<file path="config.mk">
export PLATFORM = sky130hd
export DESIGN_NAME = ffsr_update_arbiter_flat
export DESIGN_NICKNAME = d
export VERILOG_FILES = /design/src/rtl/ffsr_update_arbiter_pkg.sv /design/src/rtl/ffsr_update_arbiter_if.sv /design/src/rtl/ffsr_update_arbiter_rr_arbiter.sv /design/src/rtl/ffsr_update_arbiter.sv /design/src/flat_wrapper.sv
export SDC_FILE = /design/constraint.sdc
export NUM_CORES = 1
export LEC_CHECK = 0
export ABC_AREA = 1
export CORE_ASPECT_RATIO = 1.2
export CORE_MARGIN = 2
export CORE_UTILIZATION = 59
export CTS_BUF_LIST = sky130_fd_sc_hd__clkbuf_2 sky130_fd_sc_hd__clkbuf_4 sky130_fd_sc_hd__clkbuf_8
export CTS_CLUSTER_DIAMETER = 50
export DETAILED_ROUTE_END_ITERATION = 16
export DONT_BUFFER_PORTS = 1
export GPL_TIMING_DRIVEN = 0
export PLACE_DENSITY = 0.78
export SLEW_MARGIN = 15
export SYNTH_ARGS = -nofsm -noshare
export SYNTH_HDL_FRONTEND = slang
export SYNTH_HIERARCHICAL = 1
export SYNTH_SLANG_ARGS = --single-unit
</file>
<file path="constraint.sdc">
create_clock -name clk -period 2.8 [get_ports clk]
set_input_delay 0.56 -clock clk [delete_from_list [all_inputs] [get_ports clk]]
set_output_delay 0.56 -clock clk [all_outputs]
set_load 0.01 [all_outputs]
</file>
<file path="src/rtl/ffsr_update_arbiter_pkg.sv">
// Shared types and helpers for the FFSR update arbiter: grant operation kind
// and the saturation limit of the shared pulse counter.
package ffsr_update_arbiter_pkg;

   typedef enum logic [1:0] {
      OP_NONE,
      OP_INC,
      OP_DEC
   } op_e;

   function automatic int unsigned maxCount(input int unsigned cntW);
      return (32'd1 << cntW) - 32'd1;
   endfunction

endpackage

</file>
<file path="src/rtl/ffsr_update_arbiter_if.sv">
// Bundle of requester pulses and arbiter results. The requester side is the
// master, the arbiter is the slave.
interface ffsr_update_arbiter_if #(
   parameter int N_REQ = 4,
   parameter int CNT_W = 3,
   parameter int ID_W  = $clog2(N_REQ)
);

   logic [N_REQ-1:0] req_inc;
   logic [N_REQ-1:0] req_dec;
   logic             ffsr_inc;
   logic             ffsr_dec;
   logic [CNT_W-1:0] count_o;
   logic             gnt_valid;
   logic [ID_W-1:0]  gnt_id;
   logic             sat_hi;
   logic             sat_lo;
   logic [N_REQ-1:0] drop;
   logic             busy;

   modport master (
      output req_inc, req_dec,
      input  ffsr_inc, ffsr_dec, count_o, gnt_valid, gnt_id,
             sat_hi, sat_lo, drop, busy
   );

   modport slave (
      input  req_inc, req_dec,
      output ffsr_inc, ffsr_dec, count_o, gnt_valid, gnt_id,
             sat_hi, sat_lo, drop, busy
   );

endinterface

</file>
<file path="src/rtl/ffsr_update_arbiter_rr_arbiter.sv">
// Round-robin arbiter: grants the first pending requester at or after the
// pointer (with wrap-around) and advances the pointer past the winner.
module ffsr_update_arbiter_rr_arbiter #(
   parameter int N_REQ = 4,
   parameter int ID_W  = $clog2(N_REQ)
) (
   input  logic             clk,
   input  logic             rst,
   input  logic [N_REQ-1:0] req_i,
   output logic [N_REQ-1:0] gnt_oh_o,
   output logic [ID_W-1:0]  gnt_id_o,
   output logic             gnt_valid_o
);

   logic [ID_W-1:0] rrPtr_q;
   logic [ID_W-1:0] rrPtr_d;

   always_comb begin
      gnt_oh_o    = '0;
      gnt_id_o    = '0;
      gnt_valid_o = 1'b0;
      for (int k = 0; k < N_REQ; k++) begin
         int idx;
         idx = int'(rrPtr_q) + k;
         if (idx >= N_REQ) begin
            idx = idx - N_REQ;
         end
         if (!gnt_valid_o && req_i[idx]) begin
            gnt_valid_o = 1'b1;
            gnt_id_o    = ID_W'(idx);
         end
      end
      if (gnt_valid_o) begin
         gnt_oh_o[gnt_id_o] = 1'b1;
      end
   end

   // Pointer moves to one past the winner so it has lowest priority next time.
   always_comb begin
      rrPtr_d = rrPtr_q;
      if (gnt_valid_o) begin
         if (gnt_id_o == ID_W'(N_REQ - 1)) begin
            rrPtr_d = '0;
         end else begin
            rrPtr_d = gnt_id_o + ID_W'(1);
         end
      end
   end

   always_ff @(posedge clk or posedge rst) begin
      if (rst) begin
         rrPtr_q <= '0;
      end else begin
         rrPtr_q <= rrPtr_d;
      end
   end

endmodule

</file>
<file path="src/rtl/ffsr_update_arbiter.sv">
// Funnels per-requester inc/dec pulses onto one shared up/down counter,
// one strobe per cycle, saturating via a shadow count instead of wrapping.
module ffsr_update_arbiter
   import ffsr_update_arbiter_pkg::*;
#(
   parameter int N_REQ = 4,
   parameter int CNT_W = 3,
   parameter int ID_W  = $clog2(N_REQ)
) (
   input  logic                  clk,
   input  logic                  rst,
   ffsr_update_arbiter_if.slave  bus
);

   localparam logic [CNT_W-1:0] CNT_MAX = CNT_W'(maxCount(CNT_W));

   logic [N_REQ-1:0] pendInc_q, pendInc_d;
   logic [N_REQ-1:0] pendDec_q, pendDec_d;
   logic [N_REQ-1:0] drop_q, drop_d;
   logic [N_REQ-1:0] gntOH;
   logic [ID_W-1:0]  gntId;
   logic             gntValid;
   op_e              op;

   logic             ffsrInc_q, ffsrInc_d;
   logic             ffsrDec_q, ffsrDec_d;
   logic             satHi_q, satHi_d;
   logic             satLo_q, satLo_d;
   logic             gntValid_q;
   logic [ID_W-1:0]  gntId_q;
   logic [CNT_W-1:0] count_q, count_d;

   ffsr_update_arbiter_rr_arbiter #(
      .N_REQ (N_REQ),
      .ID_W  (ID_W)
   ) u_rr_arbiter (
      .clk         (clk),
      .rst         (rst),
      .req_i       (pendInc_q | pendDec_q),
      .gnt_oh_o    (gntOH),
      .gnt_id_o    (gntId),
      .gnt_valid_o (gntValid)
   );

   // The grant consumes the old flag first, so a pulse arriving for the granted
   // requester simply becomes its new pending flag with no cancel or drop.
   always_comb begin
      pendInc_d = pendInc_q & ~gntOH;
      pendDec_d = pendDec_q & ~gntOH;
      drop_d    = '0;
      for (int i = 0; i < N_REQ; i++) begin
         if (bus.req_inc[i] && !bus.req_dec[i]) begin
            if (pendDec_d[i]) begin
               pendDec_d[i] = 1'b0;
            end else if (pendInc_d[i]) begin
               drop_d[i] = 1'b1;
            end else begin
               pendInc_d[i] = 1'b1;
            end
         end else if (bus.req_dec[i] && !bus.req_inc[i]) begin
            if (pendInc_d[i]) begin
               pendInc_d[i] = 1'b0;
            end else if (pendDec_d[i]) begin
               drop_d[i] = 1'b1;
            end else begin
               pendDec_d[i] = 1'b1;
            end
         end
      end
   end

   always_comb begin
      op = OP_NONE;
      if (gntValid) begin
         op = (|(gntOH & pendInc_q)) ? OP_INC : OP_DEC;
      end
   end

   always_comb begin
      ffsrInc_d = 1'b0;
      ffsrDec_d = 1'b0;
      satHi_d   = 1'b0;
      satLo_d   = 1'b0;
      count_d   = count_q;
      unique case (op)
         OP_INC: begin
            if (count_q != CNT_MAX) begin
               ffsrInc_d = 1'b1;
               count_d   = count_q + CNT_W'(1);
            end else begin
               satHi_d = 1'b1;
            end
         end
         OP_DEC: begin
            if (count_q != '0) begin
               ffsrDec_d = 1'b1;
               count_d   = count_q - CNT_W'(1);
            end else begin
               satLo_d = 1'b1;
            end
         end
         default: begin
         end
      endcase
   end

   always_ff @(posedge clk or posedge rst) begin
      if (rst) begin
         pendInc_q  <= '0;
         pendDec_q  <= '0;
         drop_q     <= '0;
         ffsrInc_q  <= 1'b0;
         ffsrDec_q  <= 1'b0;
         satHi_q    <= 1'b0;
         satLo_q    <= 1'b0;
         gntValid_q <= 1'b0;
         gntId_q    <= '0;
         count_q    <= '0;
      end else begin
         pendInc_q  <= pendInc_d;
         pendDec_q  <= pendDec_d;
         drop_q     <= drop_d;
         ffsrInc_q  <= ffsrInc_d;
         ffsrDec_q  <= ffsrDec_d;
         satHi_q    <= satHi_d;
         satLo_q    <= satLo_d;
         gntValid_q <= gntValid;
         gntId_q    <= gntId;
         count_q    <= count_d;
      end
   end

   assign bus.ffsr_inc  = ffsrInc_q;
   assign bus.ffsr_dec  = ffsrDec_q;
   assign bus.sat_hi    = satHi_q;
   assign bus.sat_lo    = satLo_q;
   assign bus.gnt_valid = gntValid_q;
   assign bus.gnt_id    = gntId_q;
   assign bus.count_o   = count_q;
   assign bus.drop      = drop_q;
   assign bus.busy      = |(pendInc_q | pendDec_q);

endmodule
</file>
<file path="src/flat_wrapper.sv">
// flat-port wrapper written by rule: the top's interface ports become plain ports
module ffsr_update_arbiter_flat import ffsr_update_arbiter_pkg::*;
#(
   parameter int N_REQ = 4,
   parameter int CNT_W = 3,
   parameter int ID_W  = $clog2(N_REQ)
)
  (clk, rst, bus_req_inc, bus_req_dec, bus_ffsr_inc, bus_ffsr_dec, bus_count_o, bus_gnt_valid, bus_gnt_id, bus_sat_hi, bus_sat_lo, bus_drop, bus_busy);
  ffsr_update_arbiter_if #(.N_REQ(N_REQ), .CNT_W(CNT_W), .ID_W(ID_W)) bus_i ();
  input  logic clk;
  input  logic rst;
  input wire logic [$bits(bus_i.req_inc)-1:0] bus_req_inc;
  input wire logic [$bits(bus_i.req_dec)-1:0] bus_req_dec;
  output wire logic [$bits(bus_i.ffsr_inc)-1:0] bus_ffsr_inc;
  output wire logic [$bits(bus_i.ffsr_dec)-1:0] bus_ffsr_dec;
  output wire logic [$bits(bus_i.count_o)-1:0] bus_count_o;
  output wire logic [$bits(bus_i.gnt_valid)-1:0] bus_gnt_valid;
  output wire logic [$bits(bus_i.gnt_id)-1:0] bus_gnt_id;
  output wire logic [$bits(bus_i.sat_hi)-1:0] bus_sat_hi;
  output wire logic [$bits(bus_i.sat_lo)-1:0] bus_sat_lo;
  output wire logic [$bits(bus_i.drop)-1:0] bus_drop;
  output wire logic [$bits(bus_i.busy)-1:0] bus_busy;
  assign bus_i.req_inc = bus_req_inc;
  assign bus_i.req_dec = bus_req_dec;
  assign bus_ffsr_inc = bus_i.ffsr_inc;
  assign bus_ffsr_dec = bus_i.ffsr_dec;
  assign bus_count_o = bus_i.count_o;
  assign bus_gnt_valid = bus_i.gnt_valid;
  assign bus_gnt_id = bus_i.gnt_id;
  assign bus_sat_hi = bus_i.sat_hi;
  assign bus_sat_lo = bus_i.sat_lo;
  assign bus_drop = bus_i.drop;
  assign bus_busy = bus_i.busy;
  ffsr_update_arbiter #(.N_REQ(N_REQ), .CNT_W(CNT_W), .ID_W(ID_W)) u_core (.clk(clk), .rst(rst), .bus(bus_i));
endmodule
</file>
After elaboration in Yosys (flattened, before gate mapping). Cells that the tools add are included.

Register bits after elaboration: 24. Input bits: 10. Output and inout port bits: 15. Logic and storage cells: 159.

$add $sub $neg: 10. Order comparisons: 10. Equality and inequality tests: 6. Mux-type cells: 89. Bitwise logic cells: 5. Reductions and logical operators: 28.

Operators by type and width (number): $lt A32 B4 Y1 const B (4); $mux W32 (4); $mux W1 (69); $mux W2 (7); $and A4 B4 Y4 (3); $logic_and A1 B1 Y1 (12); $sub A3 B3 Y4 const B (3); $logic_not A1 Y1 (11); $ge A3 B3 Y1 const B (3); $bmux W1 S2 (4); $reduce_or A4 Y1 (2); $add A2 B2 Y3 const B (2); $mux W3 (2); $pmux W3 S2 (1); $eq A2 B2 Y1 const B (2); $mux W4 (1); $ne A2 B1 Y1 const B (2); $not A4 Y4 (1); $or A4 B4 Y4 (1); $sub A2 B3 Y4 const B (1); $add A2 B1 Y3 const B (1); $add A3 B1 Y3 const B (1); $ge A2 B3 Y1 const B (1); $lt A2 B3 Y1 const B (1); other kinds (9) (9).

Logic depth before layout (Yosys ltp). Gate-level depths: netlist of the first run.

Word-level depth: 27. Gate-level depth with buffers: 26. Mapped depth without buffers: 26.

Hierarchy. The synthesis of the first run kept the hierarchy.

By module, submodules not included: ffsr_update_arbiter (instances 1, cells each 127, area each 1049.8 um^2); ffsr_update_arbiter_rr_arbiter (instances 1, cells each 83, area each 530.5 um^2).

Worst setup path after synthesis of the first run. OpenSTA, ideal clock, no wires.

Path type: register to register. From: register u_core.pendDec_q[2]. To: register u_core.count_q[2], in the netlist u_core/bus.count_o[2]. Arrival: 2.555 ns. Setup slack: 0.128 ns. Stages on the path, launching flop included: 25. Period minus slack after synthesis: 2.672 ns. Cell sequence: dfrtp_1 > nor2_1 > inv_1 > inv_1 > nand2_2 > nand3_1 > nand2_2 > nor2_8 > nand2_4 > nor2_4 > o21ai_1 > ha_1 > nand2_1 > inv_1 > nand2_1 > nand2_2 > nor2_4 > nand2_2 > fa_1 > inv_1 > nand2_1 > nand2_1 > nand2_1 > nand2_1 > nand2_1.

Longest elaborated chain between the ends: 26. Elaborated cells on any way between the ends: 44.

Ends and longest elaborated chain: from (decl) (RTL line ffsr_update_arbiter.sv:18) `logic [N_REQ-1:0] pendDec_q, pendDec_d;`; from (signal assigned) (RTL line ffsr_update_arbiter.sv:121) `pendDec_q <= pendDec_d;`; $or A4 B4 Y4 (*) (RTL line ffsr_update_arbiter.sv:39) `.req_i (pendInc_q | pendDec_q),`; $bmux W1 S2 (RTL line ffsr_update_arbiter_rr_arbiter.sv:28) `if (!gnt_valid_o && req_i[idx]) begin`; $mux W1 (not written as such) (2 in series) (RTL line ffsr_update_arbiter_rr_arbiter.sv:28); $mux W1 (RTL line ffsr_update_arbiter_rr_arbiter.sv:28); $logic_not A1 Y1 (RTL line ffsr_update_arbiter_rr_arbiter.sv:28); $logic_and A1 B1 Y1 (RTL line ffsr_update_arbiter_rr_arbiter.sv:28); $mux W1 (RTL line ffsr_update_arbiter_rr_arbiter.sv:28); $logic_not A1 Y1 (RTL line ffsr_update_arbiter_rr_arbiter.sv:28); [5 not listed]; via u_core.gntId[0] (RTL line ffsr_update_arbiter.sv:21) `logic [ID_W-1:0] gntId;`; [5 not listed]; via u_core.gntOH[3] (RTL line ffsr_update_arbiter.sv:20) `logic [N_REQ-1:0] gntOH;`; $and A4 B4 Y4 (*) (RTL line ffsr_update_arbiter.sv:75) `op = (|(gntOH & pendInc_q)) ? OP_INC : OP_DEC;`; $reduce_or A4 Y1 (*) (RTL line ffsr_update_arbiter.sv:75); $mux W2 (*) (RTL line ffsr_update_arbiter.sv:75); $mux W2 (*) (RTL line ffsr_update_arbiter.sv:74) `if (gntValid) begin`; $eq A2 B2 Y1 or $eq A2 B1 Y1 (tied branches) (RTL line ffsr_update_arbiter.sv:85) `unique case (op)`; $ne A2 B1 Y1 (no source line) or $reduce_bool A2 Y1 (tied branches); $reduce_and A3 Y1 (no source line); to (signal assigned) (RTL line ffsr_update_arbiter.sv:129) `count_q <= count_d;`; to (decl) (RTL line ffsr_update_arbiter.sv:31) `logic [CNT_W-1:0] count_q, count_d;`.

Mark *: on every way through the listed nets, which the timed path passes. The rest lies on a longest branch. The select of a mux whose other input is x is not followed. A chain may end at the register's enable or synchronous reset.

Worst setup path in the final report of the first run.
From: register u_core.u_rr_arbiter.rrPtr_q[0]. To: register u_core.count_q[2], in the netlist u_core/bus.count_o[2].

Longest elaborated chain between the ends: 27. Elaborated cells on any way between the ends: 58.

Ends and longest elaborated chain: from (decl) (RTL line ffsr_update_arbiter_rr_arbiter.sv:15) `logic [ID_W-1:0] rrPtr_q;`; from (signal assigned) (RTL line ffsr_update_arbiter_rr_arbiter.sv:54) `rrPtr_q <= rrPtr_d;`; parallel branches: the longest is 19 deep, another holds $sub A3 B3 Y4; $mux W4 (*) (RTL line ffsr_update_arbiter_rr_arbiter.sv:33) `if (gnt_valid_o) begin`; via u_core.gntOH[0] (RTL line ffsr_update_arbiter.sv:20); $and A4 B4 Y4 (*) (RTL line ffsr_update_arbiter.sv:75); $reduce_or A4 Y1 (*) (RTL line ffsr_update_arbiter.sv:75); $mux W2 (*) (RTL line ffsr_update_arbiter.sv:75); $mux W2 (*) (RTL line ffsr_update_arbiter.sv:74); $eq A2 B2 Y1 or $eq A2 B1 Y1 (tied branches) (RTL line ffsr_update_arbiter.sv:85); $ne A2 B1 Y1 (no source line) or $reduce_bool A2 Y1 (tied branches); $reduce_and A3 Y1 (no source line).

Mark *: on every way through the listed nets, which the timed path passes. The select of a mux whose other input is x is not followed.

==> impl_metrics.yaml, run 1 <==
place:
  gp_routability_congestion: 0.860
  place_hpwl_mm: 2.22
  buffer_ports.inserted: 0
floorplanning:
  fp.dieArea_mm2: 0.00311
  coreArea_mm2: 0.00255
  die_w_um: 51.2
  start_util_pct: 61.9
  io_pins: 25
  std_cell_rows: 20
  die_height_um: 60.7
worst_setup_path:
  crit_arrival_ns: 3.10
  critPathRequiredTime_ns: 3.00
  worstSetupPathType: "reg -> reg"
  largest_fanout_of_any_net_on_the_critical_path: 5
  kind_of_end_point_of_the_critical_path: "flip-flop"
  crit_path_start_kind: "flip-flop"
clock_tree:
  max_h_tree_level: 1
  clock-root-buffer: "sky130_fd_sc_hd__clkbuf_4"
  cts_tree: "done"
  clk-insertion-delay-late_ns: 0.30
  cts_inserted_buffers: 3
  cts.reportedPaths.clkPinSlew_ns: 0.12
  cts.path.max_buffers: 2
  clkSinkCount: 24
synthesis:
  ys_seq_area_share_pct: 38.0
  area_fraction_of_the_dominant_cell_type_after_synthesis_pct: 38.0
  syn_area_per_cell_um2: 7.53
  yosys.area.top_type: "sky130_fd_sc_hd__dfrtp_1"
  post_synth_main_area_contributors: "sky130_fd_sc_hd__dfrtp_1 38%, sky130_fd_sc_hd__nand2_1 14%, sky130_fd_sc_hd__inv_1 9.7%, sky130_fd_sc_hd__nand2_2 5.1%, sky130_fd_sc_hd__nor2_1 4.3%"
  mappedNetlistNets: 225
  synth_seq_cells: 24
  synthCells: 210
  yosysWarningCount: 6
  synthDistinctLibCells: 23
  syn_area_mm2: 0.00158
sta:
  setup_repair_after_global_routing_missed_its_margin: "true"
  final_worst_setup_slack_ns: -0.102
  timing_worst_slew_pin_value_ns: 0.802
  max_freq_mhz: 345
  report.final.hold_viol_count: 0
  fin_worst_skew_ns: 0.00161
  relSlewSlack_pct: 46.5
  period_minus_slack_ns: 2.90
  slew_viol_final: 0
  timing.final.setup_violations: 2
  period_share_pct: 104
drt:
  detail_route.first_pass.iterations: 4
  detail_route.iter0.violations: 70
  via_per_inst: 5.34
  avgRoutedWirePerCell_um: 12.9
  via_count: 1405
  ant_nets: 0
  drt-total-wl_mm: 3.38
  route.detailed.drc: 0
grt:
  overflow: 0
  grt_pass1_wl_mm: 5.05
  grtUsageTotal_pct: 21.7
  number_of_global_route_vias_before_repair: 1289
  grt_antenna_before_repair: 0
  grt_start_max_net_pins: 23
finish:
  fin_util_pct: 74.6
  area.growth.synth_to_final_pct: 20.5
  layout-drive-gt1-share_pct: 39.6
  fin_nets: 247
  antenna-diode-count: 0
status:
  violations: "negative setup slack"
  run_status: "finished, violations left"
hold_path:
  hold_path_class: "in -> async"
flow_run:
  drv_cap: 0
layout by cell type, fill, tap and decap left out, types with 2 or more instances in the layout:
cell type / Yosys / routed
sky130_fd_sc_hd__a21oi_1: 4 / 4
sky130_fd_sc_hd__buf_4: 0 / 15
sky130_fd_sc_hd__clkbuf_4: 0 / 3
sky130_fd_sc_hd__dfrtp_1: 24 / 23
sky130_fd_sc_hd__ha_2: 0 / 3
sky130_fd_sc_hd__inv_1: 41 / 31
sky130_fd_sc_hd__inv_2: 5 / 15
sky130_fd_sc_hd__nand2_1: 58 / 45
sky130_fd_sc_hd__nand2_2: 13 / 23
sky130_fd_sc_hd__nand2_4: 6 / 9
sky130_fd_sc_hd__nand3_1: 13 / 7
sky130_fd_sc_hd__nand3_2: 2 / 7
sky130_fd_sc_hd__nand4_1: 2 / 2
sky130_fd_sc_hd__nor2_1: 18 / 15
sky130_fd_sc_hd__nor2_2: 0 / 3
sky130_fd_sc_hd__nor2_4: 2 / 2
sky130_fd_sc_hd__o21ai_0: 5 / 5
sky130_fd_sc_hd__o21ai_4: 1 / 2
sky130_fd_sc_hd__o32ai_1: 4 / 4
layout make-up:
type / instances / area (µm²)
Tap cell: 33 / 41.3
Timing Repair Buffer: 17 / 143
Inverter: 47 / 184
Buffer: 1 / 11.3
Fill cell: 189 / 648
Multi-Input combinational cell: 138 / 901
Clock buffer: 3 / 22.5
Sequential cell: 24 / 602
critical path, stage by stage (launching register included):
cell and delay, ns:
sky130_fd_sc_hd__dfrtp_1 0.42, sky130_fd_sc_hd__buf_4 0.17, sky130_fd_sc_hd__nand2_1 0.11, sky130_fd_sc_hd__nand2_2 0.07, sky130_fd_sc_hd__buf_4 0.15, sky130_fd_sc_hd__o21ai_4 0.22, sky130_fd_sc_hd__nor2_4 0.07, sky130_fd_sc_hd__nor2_2 0.12
sky130_fd_sc_hd__nor2_2 0.06, sky130_fd_sc_hd__ha_1 0.19, sky130_fd_sc_hd__nand2_1 0.09, sky130_fd_sc_hd__inv_2 0.05, sky130_fd_sc_hd__nand2_1 0.06, sky130_fd_sc_hd__nand2_2 0.07, sky130_fd_sc_hd__nor2_4 0.12, sky130_fd_sc_hd__nand2_4 0.07
sky130_fd_sc_hd__fa_2 0.39, sky130_fd_sc_hd__inv_1 0.06, sky130_fd_sc_hd__nand2_1 0.06, sky130_fd_sc_hd__nand2_2 0.07, sky130_fd_sc_hd__nand2_1 0.05, sky130_fd_sc_hd__nand2_1 0.07, sky130_fd_sc_hd__nand2_1 0.05
registers in the layout, indices dropped and copies added (netlist names):
name                         count
u_core/bus.count_o               3
u_core/bus.drop                  4
u_core/bus.ffsr_dec              1
u_core/bus.ffsr_inc              1
u_core/bus.gnt_id                2
u_core/bus.gnt_valid             1
u_core/bus.sat_hi                1
u_core/bus.sat_lo                1
u_core/pendDec_q                 4
u_core/pendInc_q                 4
u_core/u_rr_arbiter/rrPtr_q      2
layer usage:
layer | part of all wire [%] | global-route usage [%] | vias to the layer above
li1 | - | - | 680
met1 | 39 | 23.4 | 667
met2 | 54 | 41.7 | 46
met3 | 5.6 | 4.93 | 12
met4 | 2.2 | 7.52 | 0
met5 | 0 | 0 | -
logic make-up (layout without fill, tap and decap cells):
family	count (synthesis)	after routing	synth area share, %
xor+xnor	1	1	1.03
buf+inv	48	68	12.2
fa+ha+maj	5	5	4.43
compound gates	16	16	6.73
simple gates	116	116	37.6
flops	24	24	38.0
timing repair:
| item | CTS | global route |
|---|---|---|
| resized for setup | 9 | 36 |
| pin swaps | 6 | 19 |
| setup endpoints to repair | 2 | 3 |
| cloned | 0 | 1 |
| endpoints found under the hold margin | 2 | 0 |
| setup buffers | 4 | 11 |
| hold buffers | 1 | 0 |
worst paths after layout:
| kind | start | to | slack [ns] | cells past startpoint |
|---|---|---|---|---|
| setup / recovery | u_core/u_rr_arbiter/rrPtr_q[0]$_DFFE_PP0P_ | u_core/bus.count_o[2]$_DFFE_PP0P_ | -0.10 | 22 |
| hold / removal | rst | u_core/bus.sat_hi$_DFF_PP0_ | 0.28 | 1 |
| setup reg to reg | u_core/u_rr_arbiter/rrPtr_q[0]$_DFFE_PP0P_ | u_core/bus.count_o[2]$_DFFE_PP0P_ | -0.10 | 22 |
| hold reg to reg | u_core/pendDec_q[3]$_DFF_PP0_ | u_core/bus.drop[3]$_DFF_PP0_ | 0.49 | 1 |
| max in group asynchronous | rst | u_core/bus.ffsr_dec$_DFF_PP0_ | 2.02 | 1 |
| min in group clk | bus_req_inc[0] | u_core/pendInc_q[0]$_DFF_PP0_ | 0.44 | 2 |
per-stage QoR:
stage          TNS, ns  std cells  hold slack (ns)  worst slack, ns  area (µm²)
2_1_floorplan        0        210            0.301            0.128        1580
6_report        -0.167        263            0.285           -0.102        1900
3_5_place_dp    -0.226        243            0.307           -0.161        1620
4_1_cts              0        251            0.302          0.00442        1710
3_3_place_gp    -0.126        243            0.305          -0.0948        1620
5_1_grt         -0.627        263            0.344           -0.298        1900
Yosys cell counts:
library cell,number
sky130_fd_sc_hd__nand2_1,58
sky130_fd_sc_hd__xor2_2,1
sky130_fd_sc_hd__fa_1,1
sky130_fd_sc_hd__inv_1,41
sky130_fd_sc_hd__o32ai_1,4
sky130_fd_sc_hd__nand2_2,13
sky130_fd_sc_hd__dfrtp_1,24
sky130_fd_sc_hd__nand3b_4,1
sky130_fd_sc_hd__nand3_2,2
sky130_fd_sc_hd__a21oi_1,4
sky130_fd_sc_hd__ha_1,4
sky130_fd_sc_hd__inv_2,5
sky130_fd_sc_hd__o21ai_4,1
sky130_fd_sc_hd__nor2_8,1
sky130_fd_sc_hd__o21ai_0,5
sky130_fd_sc_hd__nor2_4,2
sky130_fd_sc_hd__nand3_1,13
sky130_fd_sc_hd__o21ai_1,2
sky130_fd_sc_hd__nand2_4,6
sky130_fd_sc_hd__buf_6,1
sky130_fd_sc_hd__inv_6,1
sky130_fd_sc_hd__nor2_1,18
sky130_fd_sc_hd__nand4_1,2
Power of run 1 is not shown: default switching activity piles up to over one toggle a cycle in this logic, so the estimate is an artifact.
==> run 2: changes to the inputs <==
--- a/config.mk
+++ b/config.mk
@@ -13,6 +13,7 @@
 export CTS_CLUSTER_DIAMETER = 50
 export DETAILED_ROUTE_END_ITERATION = 16
 export DONT_BUFFER_PORTS = 1
+export GPL_ROUTABILITY_DRIVEN = 0
 export GPL_TIMING_DRIVEN = 0
 export PLACE_DENSITY = 0.78
 export SLEW_MARGIN = 15
==> results of run 2 <==
No change in the layout: final DEF, timing and power equal those of run 1.
Power of run 2 is left out for the same reason.
